**src/rtl/hazard_unit_if.sv**
```systemverilog
// Pipeline-side bundle for the hazard unit: register IDs and control bits
// come in from the pipeline, and stall/flush/forward selects go back out.
interface hazard_unit_if;
    logic [4:0] RsD;
    logic [4:0] RtD;
    logic [4:0] RsE;
    logic [4:0] RtE;
    logic [4:0] WriteRegE;
    logic [4:0] WriteRegM;
    logic [4:0] WriteRegW;
    logic       RegWriteE;
    logic       RegWriteM;
    logic       RegWriteW;
    logic       MemtoRegE;
    logic       MemtoRegM;
    logic       BranchD;
    logic       MemAccessM;
    logic       dmem_ready;

    logic       StallF;
    logic       StallD;
    logic       StallE;
    logic       StallM;
    logic       FlushE;
    logic       FlushW;
    logic       ForwardAD;
    logic       ForwardBD;
    logic [1:0] ForwardAE;
    logic [1:0] ForwardBE;

    // The pipeline side drives the operand/control view and receives the controls.
    modport master (
        output RsD, RtD, RsE, RtE, WriteRegE, WriteRegM, WriteRegW,
        output RegWriteE, RegWriteM, RegWriteW, MemtoRegE, MemtoRegM,
        output BranchD, MemAccessM, dmem_ready,
        input  StallF, StallD, StallE, StallM, FlushE, FlushW,
        input  ForwardAD, ForwardBD, ForwardAE, ForwardBE
    );

    modport slave (
        input  RsD, RtD, RsE, RtE, WriteRegE, WriteRegM, WriteRegW,
        input  RegWriteE, RegWriteM, RegWriteW, MemtoRegE, MemtoRegM,
        input  BranchD, MemAccessM, dmem_ready,
        output StallF, StallD, StallE, StallM, FlushE, FlushW,
        output ForwardAD, ForwardBD, ForwardAE, ForwardBE
    );
endinterface

```
**src/rtl/hazard_unit.sv**
```systemverilog
// Hazard controller for the 5-stage MIPS pipeline: same-cycle stall/flush and
// forwarding decode, plus a registered hazard history, counters and watchdog.
module hazard_unit #(
    parameter int CNT_W      = 16,
    parameter int WDOG_LIMIT = 64
) (
    input  logic             clk,
    input  logic             rst_n,
    input  logic             clr_cnt,
    hazard_unit_if.slave     hz,
    output logic [1:0]       hz_state,
    output logic [CNT_W-1:0] stall_cnt,
    output logic [CNT_W-1:0] flush_cnt,
    output logic             watchdog_err
);

    typedef enum logic [1:0] {
        RUN = 2'b00,
        LU  = 2'b01,
        BR  = 2'b10,
        MW  = 2'b11
    } hz_state_t;

    localparam int  WD_W  = (WDOG_LIMIT > 0) ? $clog2(WDOG_LIMIT + 1) : 1;
    localparam bit  WD_EN = (WDOG_LIMIT > 0);
    localparam logic [WD_W-1:0] WD_MAX   = WD_W'(WDOG_LIMIT);
    localparam logic [WD_W:0]   WD_LIMIT = (WD_W + 1)'(WDOG_LIMIT);
    localparam logic [CNT_W-1:0] CNT_MAX = '1;

    hz_state_t state_q;
    hz_state_t state_d;

    logic memwait;
    logic lwstall;
    logic brstall;
    logic stall_f;
    logic stall_d;
    logic stall_e;
    logic stall_m;
    logic flush_e;
    logic flush_w;

    logic [WD_W-1:0] consec_q;
    logic [WD_W:0]   consec_inc;

    // $0 is hardwired to zero, so it never creates a dependency.
    function automatic logic reg_match(input logic [4:0] a, input logic [4:0] b);
        return (a != 5'd0) && (a == b);
    endfunction

    function automatic logic [1:0] fwd_ex(input logic [4:0] src,
                                          input logic       wr_m,
                                          input logic [4:0] dst_m,
                                          input logic       wr_w,
                                          input logic [4:0] dst_w);
        if (wr_m && reg_match(dst_m, src))
            return 2'b10;
        else if (wr_w && reg_match(dst_w, src))
            return 2'b01;
        else
            return 2'b00;
    endfunction

    always_comb begin
        memwait = hz.MemAccessM && !hz.dmem_ready;
        lwstall = hz.MemtoRegE &&
                  (reg_match(hz.RtE, hz.RsD) || reg_match(hz.RtE, hz.RtD));
        brstall = hz.BranchD &&
                  ((hz.RegWriteE &&
                    (reg_match(hz.WriteRegE, hz.RsD) || reg_match(hz.WriteRegE, hz.RtD))) ||
                   (hz.MemtoRegM &&
                    (reg_match(hz.WriteRegM, hz.RsD) || reg_match(hz.WriteRegM, hz.RtD))));
    end

    // Highest-priority hazard picks both the controls and the next history state.
    always_comb begin
        state_d = RUN;
        stall_f = 1'b0;
        stall_d = 1'b0;
        stall_e = 1'b0;
        stall_m = 1'b0;
        flush_e = 1'b0;
        flush_w = 1'b0;
        if (memwait) begin
            state_d = MW;
            stall_f = 1'b1;
            stall_d = 1'b1;
            stall_e = 1'b1;
            stall_m = 1'b1;
            flush_w = 1'b1;
        end else if (lwstall) begin
            state_d = LU;
            stall_f = 1'b1;
            stall_d = 1'b1;
            flush_e = 1'b1;
        end else if (brstall) begin
            state_d = BR;
            stall_f = 1'b1;
            stall_d = 1'b1;
            flush_e = 1'b1;
        end
        if (!rst_n) begin
            stall_f = 1'b0;
            stall_d = 1'b0;
            stall_e = 1'b0;
            stall_m = 1'b0;
            flush_e = 1'b0;
            flush_w = 1'b0;
        end
    end

    always_comb begin
        hz.StallF    = stall_f;
        hz.StallD    = stall_d;
        hz.StallE    = stall_e;
        hz.StallM    = stall_m;
        hz.FlushE    = flush_e;
        hz.FlushW    = flush_w;
        hz.ForwardAD = hz.RegWriteM && reg_match(hz.WriteRegM, hz.RsD);
        hz.ForwardBD = hz.RegWriteM && reg_match(hz.WriteRegM, hz.RtD);
        hz.ForwardAE = fwd_ex(hz.RsE, hz.RegWriteM, hz.WriteRegM, hz.RegWriteW, hz.WriteRegW);
        hz.ForwardBE = fwd_ex(hz.RtE, hz.RegWriteM, hz.WriteRegM, hz.RegWriteW, hz.WriteRegW);
    end

    always_ff @(posedge clk or negedge rst_n) begin
        if (!rst_n)
            state_q <= RUN;
        else
            state_q <= state_d;
    end

    assign hz_state = state_q;

    // Clear takes precedence over a same-cycle increment.
    always_ff @(posedge clk or negedge rst_n) begin
        if (!rst_n) begin
            stall_cnt <= '0;
            flush_cnt <= '0;
        end else if (clr_cnt) begin
            stall_cnt <= '0;
            flush_cnt <= '0;
        end else begin
            if (stall_f && (stall_cnt != CNT_MAX))
                stall_cnt <= stall_cnt + CNT_W'(1);
            if (flush_e && (flush_cnt != CNT_MAX))
                flush_cnt <= flush_cnt + CNT_W'(1);
        end
    end

    assign consec_inc = {1'b0, consec_q} + (WD_W + 1)'(1);

    // The run-length counter ignores clr_cnt so software cannot mask a hang.
    always_ff @(posedge clk or negedge rst_n) begin
        if (!rst_n) begin
            consec_q     <= '0;
            watchdog_err <= 1'b0;
        end else begin
            if (!stall_f)
                consec_q <= '0;
            else if (consec_q != WD_MAX)
                consec_q <= consec_q + WD_W'(1);
            if (WD_EN && stall_f && (consec_inc >= WD_LIMIT))
                watchdog_err <= 1'b1;
        end
    end

endmodule

```
**src/flat_wrapper.sv**
```systemverilog
// flat-port wrapper written by rule: the top's interface ports become plain ports
module hazard_unit_flat 
#(
    parameter int CNT_W      = 16,
    parameter int WDOG_LIMIT = 64
)
  (clk, rst_n, clr_cnt, hz_state, stall_cnt, flush_cnt, watchdog_err, hz_RsD, hz_RtD, hz_RsE, hz_RtE, hz_WriteRegE, hz_WriteRegM, hz_WriteRegW, hz_RegWriteE, hz_RegWriteM, hz_RegWriteW, hz_MemtoRegE, hz_MemtoRegM, hz_BranchD, hz_MemAccessM, hz_dmem_ready, hz_StallF, hz_StallD, hz_StallE, hz_StallM, hz_FlushE, hz_FlushW, hz_ForwardAD, hz_ForwardBD, hz_ForwardAE, hz_ForwardBE);
  hazard_unit_if hz_i ();
  input  logic clk;
  input  logic rst_n;
  input  logic clr_cnt;
  output logic [1:0] hz_state;
  output logic [CNT_W-1:0] stall_cnt;
  output logic [CNT_W-1:0] flush_cnt;
  output logic watchdog_err;
  input wire logic [$bits(hz_i.RsD)-1:0] hz_RsD;
  input wire logic [$bits(hz_i.RtD)-1:0] hz_RtD;
  input wire logic [$bits(hz_i.RsE)-1:0] hz_RsE;
  input wire logic [$bits(hz_i.RtE)-1:0] hz_RtE;
  input wire logic [$bits(hz_i.WriteRegE)-1:0] hz_WriteRegE;
  input wire logic [$bits(hz_i.WriteRegM)-1:0] hz_WriteRegM;
  input wire logic [$bits(hz_i.WriteRegW)-1:0] hz_WriteRegW;
  input wire logic [$bits(hz_i.RegWriteE)-1:0] hz_RegWriteE;
  input wire logic [$bits(hz_i.RegWriteM)-1:0] hz_RegWriteM;
  input wire logic [$bits(hz_i.RegWriteW)-1:0] hz_RegWriteW;
  input wire logic [$bits(hz_i.MemtoRegE)-1:0] hz_MemtoRegE;
  input wire logic [$bits(hz_i.MemtoRegM)-1:0] hz_MemtoRegM;
  input wire logic [$bits(hz_i.BranchD)-1:0] hz_BranchD;
  input wire logic [$bits(hz_i.MemAccessM)-1:0] hz_MemAccessM;
  input wire logic [$bits(hz_i.dmem_ready)-1:0] hz_dmem_ready;
  output wire logic [$bits(hz_i.StallF)-1:0] hz_StallF;
  output wire logic [$bits(hz_i.StallD)-1:0] hz_StallD;
  output wire logic [$bits(hz_i.StallE)-1:0] hz_StallE;
  output wire logic [$bits(hz_i.StallM)-1:0] hz_StallM;
  output wire logic [$bits(hz_i.FlushE)-1:0] hz_FlushE;
  output wire logic [$bits(hz_i.FlushW)-1:0] hz_FlushW;
  output wire logic [$bits(hz_i.ForwardAD)-1:0] hz_ForwardAD;
  output wire logic [$bits(hz_i.ForwardBD)-1:0] hz_ForwardBD;
  output wire logic [$bits(hz_i.ForwardAE)-1:0] hz_ForwardAE;
  output wire logic [$bits(hz_i.ForwardBE)-1:0] hz_ForwardBE;
  assign hz_i.RsD = hz_RsD;
  assign hz_i.RtD = hz_RtD;
  assign hz_i.RsE = hz_RsE;
  assign hz_i.RtE = hz_RtE;
  assign hz_i.WriteRegE = hz_WriteRegE;
  assign hz_i.WriteRegM = hz_WriteRegM;
  assign hz_i.WriteRegW = hz_WriteRegW;
  assign hz_i.RegWriteE = hz_RegWriteE;
  assign hz_i.RegWriteM = hz_RegWriteM;
  assign hz_i.RegWriteW = hz_RegWriteW;
  assign hz_i.MemtoRegE = hz_MemtoRegE;
  assign hz_i.MemtoRegM = hz_MemtoRegM;
  assign hz_i.BranchD = hz_BranchD;
  assign hz_i.MemAccessM = hz_MemAccessM;
  assign hz_i.dmem_ready = hz_dmem_ready;
  assign hz_StallF = hz_i.StallF;
  assign hz_StallD = hz_i.StallD;
  assign hz_StallE = hz_i.StallE;
  assign hz_StallM = hz_i.StallM;
  assign hz_FlushE = hz_i.FlushE;
  assign hz_FlushW = hz_i.FlushW;
  assign hz_ForwardAD = hz_i.ForwardAD;
  assign hz_ForwardBD = hz_i.ForwardBD;
  assign hz_ForwardAE = hz_i.ForwardAE;
  assign hz_ForwardBE = hz_i.ForwardBE;
  hazard_unit #(.CNT_W(CNT_W), .WDOG_LIMIT(WDOG_LIMIT)) u_core (.clk(clk), .rst_n(rst_n), .clr_cnt(clr_cnt), .hz(hz_i), .hz_state(hz_state), .stall_cnt(stall_cnt), .flush_cnt(flush_cnt), .watchdog_err(watchdog_err));
endmodule
```
**config.mk**
```make
export PLATFORM = sky130hd
export DESIGN_NAME = hazard_unit_flat
export DESIGN_NICKNAME = d
export VERILOG_FILES = /design/src/rtl/hazard_unit_if.sv /design/src/rtl/hazard_unit.sv /design/src/flat_wrapper.sv
export SDC_FILE = /design/constraint.sdc
export NUM_CORES = 1
export LEC_CHECK = 0
export CAP_MARGIN = 20
export CORE_ASPECT_RATIO = 1.2
export CORE_UTILIZATION = 52
export CTS_CLUSTER_DIAMETER = 50
export CTS_CLUSTER_SIZE = 24
export DETAILED_ROUTE_END_ITERATION = 10
export PLACE_DENSITY = 0.93
export RECOVER_POWER = 50
export SYNTH_ARGS = -nofsm -noshare
export SYNTH_HDL_FRONTEND = slang
export SYNTH_SLANG_ARGS = --single-unit
```
**constraint.sdc**
```tcl
create_clock -name clk -period 5.9 [get_ports clk]
set_input_delay 0.885 -clock clk [delete_from_list [all_inputs] [get_ports clk]]
set_output_delay 0.885 -clock clk [all_outputs]
set_load 0.1 [all_outputs]
```
# After elaboration in Yosys (flattened, before gate mapping)
# Cells that the tools add are included.
# word_totals
wordCells	80
inputBits	46
ff_bits	42
# classes
muxes	21
n_lt_le_gt_ge	1
n_eq_ne	14
reduce_logical	35
addsub	4
# op_table
operator	count
$mux 16	4
$eq 5x5->1	10
$add 16x1->16 const B	2
$ne 16x16->1 const B	2
$logic_and 1x1->1	24
$reduce_bool 5->1	4
$mux 7	2
$mux 1	10
$mux 2	5
$add 7x1->8 const B	1
$ge 8x7->1 const B	1
$add 7x1->7 const B	1
$ne 7x7->1 const B	1
$logic_or 1x1->1	4
$reduce_bool 2->1	2
$ne 2x2->1 const B	1
$logic_not 1->1	1

# Depth between registers and ports, before layout
# depth
word_depth	13
mapped_depth	10

# Worst setup path before layout
# No wires, ideal clock.
# synth_timing
path_kind	input port to output port
from	input port hz_WriteRegM[3]
to	output port hz_ForwardAE[0]
required_ns	5.015
slack_ns	-1.363
path_stages	6
arrival_ns	6.378
cell_sequence	clkbuf_1 nor3_1 nand2_1 nand2_1 nor4_1 nor4_1
# synth_via
elab_chain_len	4
# synth_lines
item	line_no	rtl
from (decl)	flat_wrapper.sv:21	input wire logic [$bits(hz_i.WriteRegM)-1:0] hz_WriteRegM;
$eq 5x5->1 / $reduce_bool 5->1 (equally long branches)	hazard_unit.sv:48	return (a != 5'd0) && (a == b);
$logic_and 1x1->1 (*)	hazard_unit.sv:48	
$logic_and 1x1->1 (*)	hazard_unit.sv:56	if (wr_m && reg_match(dst_m, src))
$mux 2 (*)	hazard_unit.sv:56	
to (decl)	flat_wrapper.sv:39	output wire logic [$bits(hz_i.ForwardAE)-1:0] hz_ForwardAE;
# Every way passes the cells marked *; elsewhere a longest branch is shown, timed or not.

# Worst setup path in the final report
# layout_timing
from	input port hz_RtE[3]
to	output port hz_FlushE
# layout_via
elab_chain_len	7
# layout_lines
item	line_no	rtl
from (decl)	flat_wrapper.sv:19	input wire logic [$bits(hz_i.RtE)-1:0] hz_RtE;
$eq 5x5->1 / $reduce_bool 5->1 (equally long branches)	hazard_unit.sv:48	
$logic_and 1x1->1	hazard_unit.sv:48	
$logic_or 1x1->1 (*)	hazard_unit.sv:67	(reg_match(hz.RtE, hz.RsD) || reg_match(hz.RtE, hz.RtD));
$logic_and 1x1->1 (*)	hazard_unit.sv:66	lwstall = hz.MemtoRegE &&
$mux 1 (*)	hazard_unit.sv:91	end else if (lwstall) begin
$mux 1 (*)	hazard_unit.sv:84	if (memwait) begin
$mux 1 (*)	hazard_unit.sv:102	if (!rst_n) begin
to (decl)	flat_wrapper.sv:35	output wire logic [$bits(hz_i.FlushE)-1:0] hz_FlushE;
# Marked as above.

==> results.toml <==
[cts]
cts_tree = "built"
htreeDepth = 2
cts-root-buf = "clkbuf_8"
cts.reportedPaths.clkPinSlew_ns = 0.08
clockBufferDepth = 2
ctsResizeCount = 0
cts_buffers = 5
cts.sinks = 42
insertion_delay_ns = 0.29
cts_setup_buffers = 0
holdBufCountCts = 0

[setup_path]
cp-start-kind = "input port"
critical_path_class = "input port to output port"
worstSetupEndpointType = "output port"
crit_family = "buffers and inverters"
timing.rr.end = "u_core.stall_cnt[6]"
slowest_delay_ns = 1.15
crit_buf_inv = 3
critPathArrivalTime_ns = 4.11
slowest_stage = "clkdlybuf4s50_1"
cp_max_fo = 5
worstPathRequired_ns = 5.02
regToRegSetupSlack_ns = 3.59
rr_worst_depth = 7
path_cells = "dlygate4sd3_1 > xor2_1 > nor3_1 > nand3_1 > a21oi_1 > o311ai_4 > inv_2 > clkdlybuf4s50_1"
r2r-start = "u_core.stall_cnt[2]"

[final_layout]
final_area_um2 = 4120
layout_commonest_cell = "clkdlybuf4s50_1"
areaGrowthSynthToFinish_pct = 32.1
layout_common_cells = "clkdlybuf4s50_1, dfrtp_1, xor2_1"
final_core_util_pct = 72.3
fin_nets = 487
nFillCells = 443
drive_gt1_share_pct = 7.31
fin_cells = 518
diodes = 0

[floorplan]
die_area_um2 = 6320
fp.dieH_um = 86.9
rows = 30
coreArea_um2 = 5710
die_w_um = 72.7
initial_utilization_pct = 54.7
io_pins = 93

[routing]
drtPass1Iterations = 5
routed_wl_um = 7920
viasPerCell = 5.80
drc = 0
drtAntennaViolNets = 0
vias = 3003
wl_per_cell_um = 15.3
drt_iter0_markers = 184

[sta]
worst_pin_slew_ns = 1.60
slew_headroom_pct = -6.66
period_needed_ns = 5.00
skew_ns = 0.0107
grt_setup_unrepaired = "no"
final.period_utilization_pct = 84.7
setup_viol = 0
setup_tns_ns = 0
finalHoldViolCount = 0
fmax_ghz = 0.200
finalMaxSlewViolations = 31

[min_path]
hold_end = "u_core.watchdog_err"
hp-class = "register to register"
holdCritStartpoint = "u_core.watchdog_err"
hold_depth = 1

[placed_design]
routabilityCongestion = 0.955
port-buffer-count = 92
place_area_um2 = 4040
place_hpwl_um = 6050
dp_cells = 510

[pwr]
cellLeakagePower_nw = 1.58
clock_power_share_pct = 29.8
seq_power_share_pct = 45.3
p_comb_share_pct = 24.9
p_int_w = 0.000446
p_sw_share_pct = 31.3
p_switching_w = 0.000203
pwr_density_cell_nw_per_um2 = 157
peakVddDrop_uv = 140

[logic_synthesis]
yosys.area_share.adder_pct = 1.60
ys.flop_type = "dfrtp_1"
netlist_instances = 357
synthTopCellsByArea = "dfrtp_1, xor2_1, xnor2_1"
synth_top_cell_by_area = "dfrtp_1"
yosysWarnings = 0
yosys.area_share.simple_pct = 28.5
synth.top_cell.area_share_pct = 33.7
synth_top_family_by_area = "simple AND/OR/NAND/NOR gates"
synthArstFlopShare_pct = 100
synth-seq-cells = 42
synth_cell_types = 44
synth_enable_flop_cells = 0
synthMuxAreaShare_pct = 3.21
synth_compound_area_share_pct = 11.8
synth_xor_area_share_pct = 15.7
netlist_area_um2 = 3120
avgSynthCellArea_um2 = 8.74
ys_seq_area_share_pct = 33.7
syn_nets = 407

[global_routing]
grt_max_degree = 44
grt_pass1_vias = 2816
grt_pass1_wl_um = 12800
antenna_found_initial = 0
grt_usage_pct = 25.9
overflow = 0

[run_status]
status = "finished, violations left"
violations = "capacitance limit, slew limit"

[job]
max_cap_viol_count = 1
==> worst register-to-register path, cell delays in order, from the launching register on <==
cell and delay [ns]:
dfrtp_1 0.45, and4_1 0.26, and3_1 0.20, nand2_1 0.07
nor3_1 0.56, buf_4 0.28, nor4b_1 0.07, mux2_2 0.31
==> synth_stat cells (12+ instances only) <==
master,instances
nor3_1,15
xor2_1,35
nand3_1,25
nor2_1,31
o21ai_0,12
a21oi_1,22
or4_1,15
nand2_1,14
xnor2_1,21
dfrtp_1,42
==> through the flow <==
stage / hold WS (ns) / setup WS [ns] / total power (W)
2_1_floorplan: 0.537 / -1.36 / 0.000400
3_3_place_gp: 0.452 / 1.26 / 0.000459
3_5_place_dp: 0.463 / 1.21 / 0.000462
4_1_cts: 0.482 / 1.19 / 0.000654
5_1_grt: 0.495 / 0.782 / 0.000674
6_report: 0.479 / 0.903 / 0.000649
==> final cells by class <==
class                   instances  area (um^2)  share of cell area (%)
inverters                      11         41.3                    1.00
multi-input cells             280         1900                    46.0
repair buffers                 97          940                    22.8
clock inverters                 2         12.5                   0.303
flip-flops and latches         42         1050                    25.5
well taps                      80          100                    2.43
clock buffers                   6         82.6                    2.00
==> sequential cells by signal, summed over array words and instances (netlist names) <==
signal	cells
u_core.stall_cnt	16
u_core.flush_cnt	16
u_core.consec_q	7
u_core.watchdog_err	1
u_core.hz_state	2
==> cell families after synthesis <==
group	count (synthesis)
and+or+nand+nor	159
xor gates and xnor gates	56
AOI/OAI and AO/OA	52
DFF	42
buffers and inverters	35
muxes	9
adders and majority gates	4
==> worst max path at each step <==
stage | from | to | slack, ns | cells after the start
3_3_place_gp | hz_RtE[2] | hz_FlushE | 1.26 | 8
5_1_grt | hz_RtE[3] | hz_FlushE | 0.78 | 8
3_5_place_dp | hz_RsD[1] | hz_FlushE | 1.21 | 8
4_1_cts | hz_RsD[1] | hz_FlushE | 1.19 | 8
2_1_floorplan | hz_WriteRegM[3] | hz_ForwardAE[0] | -1.36 | 6
6_report | hz_RtE[3] | hz_FlushE | 0.90 | 8
==> layer usage <==
| metal | part of all wire (%) | wire length, um | vias up | global-route usage, % |
|---|---|---|---|---|
| met5 | 0 | 0 | - | 0 |
| met4 | 3.1 | 243 | 0 | 12.5 |
| met3 | 6.0 | 478 | 24 | 4.63 |
| met2 | 52 | 4140 | 135 | 47.9 |
| met1 | 39 | 3050 | 1417 | 28.2 |
| li1 | - | - | 1427 | - |
==> power by group through the flow <==
stage / Combinational, W / Sequential [W] / Clock, W
global route: 0.000171 / 0.000294 / 0.000208
global placement: 0.000159 / 0.000299 / 0
finish: 0.000162 / 0.000294 / 0.000193
CTS: 0.000163 / 0.000294 / 0.000197
detailed placement: 0.000163 / 0.000300 / 0
floorplan: 0.0000830 / 0.000317 / 0
Note: power is estimated with default switching activity, not from simulation.
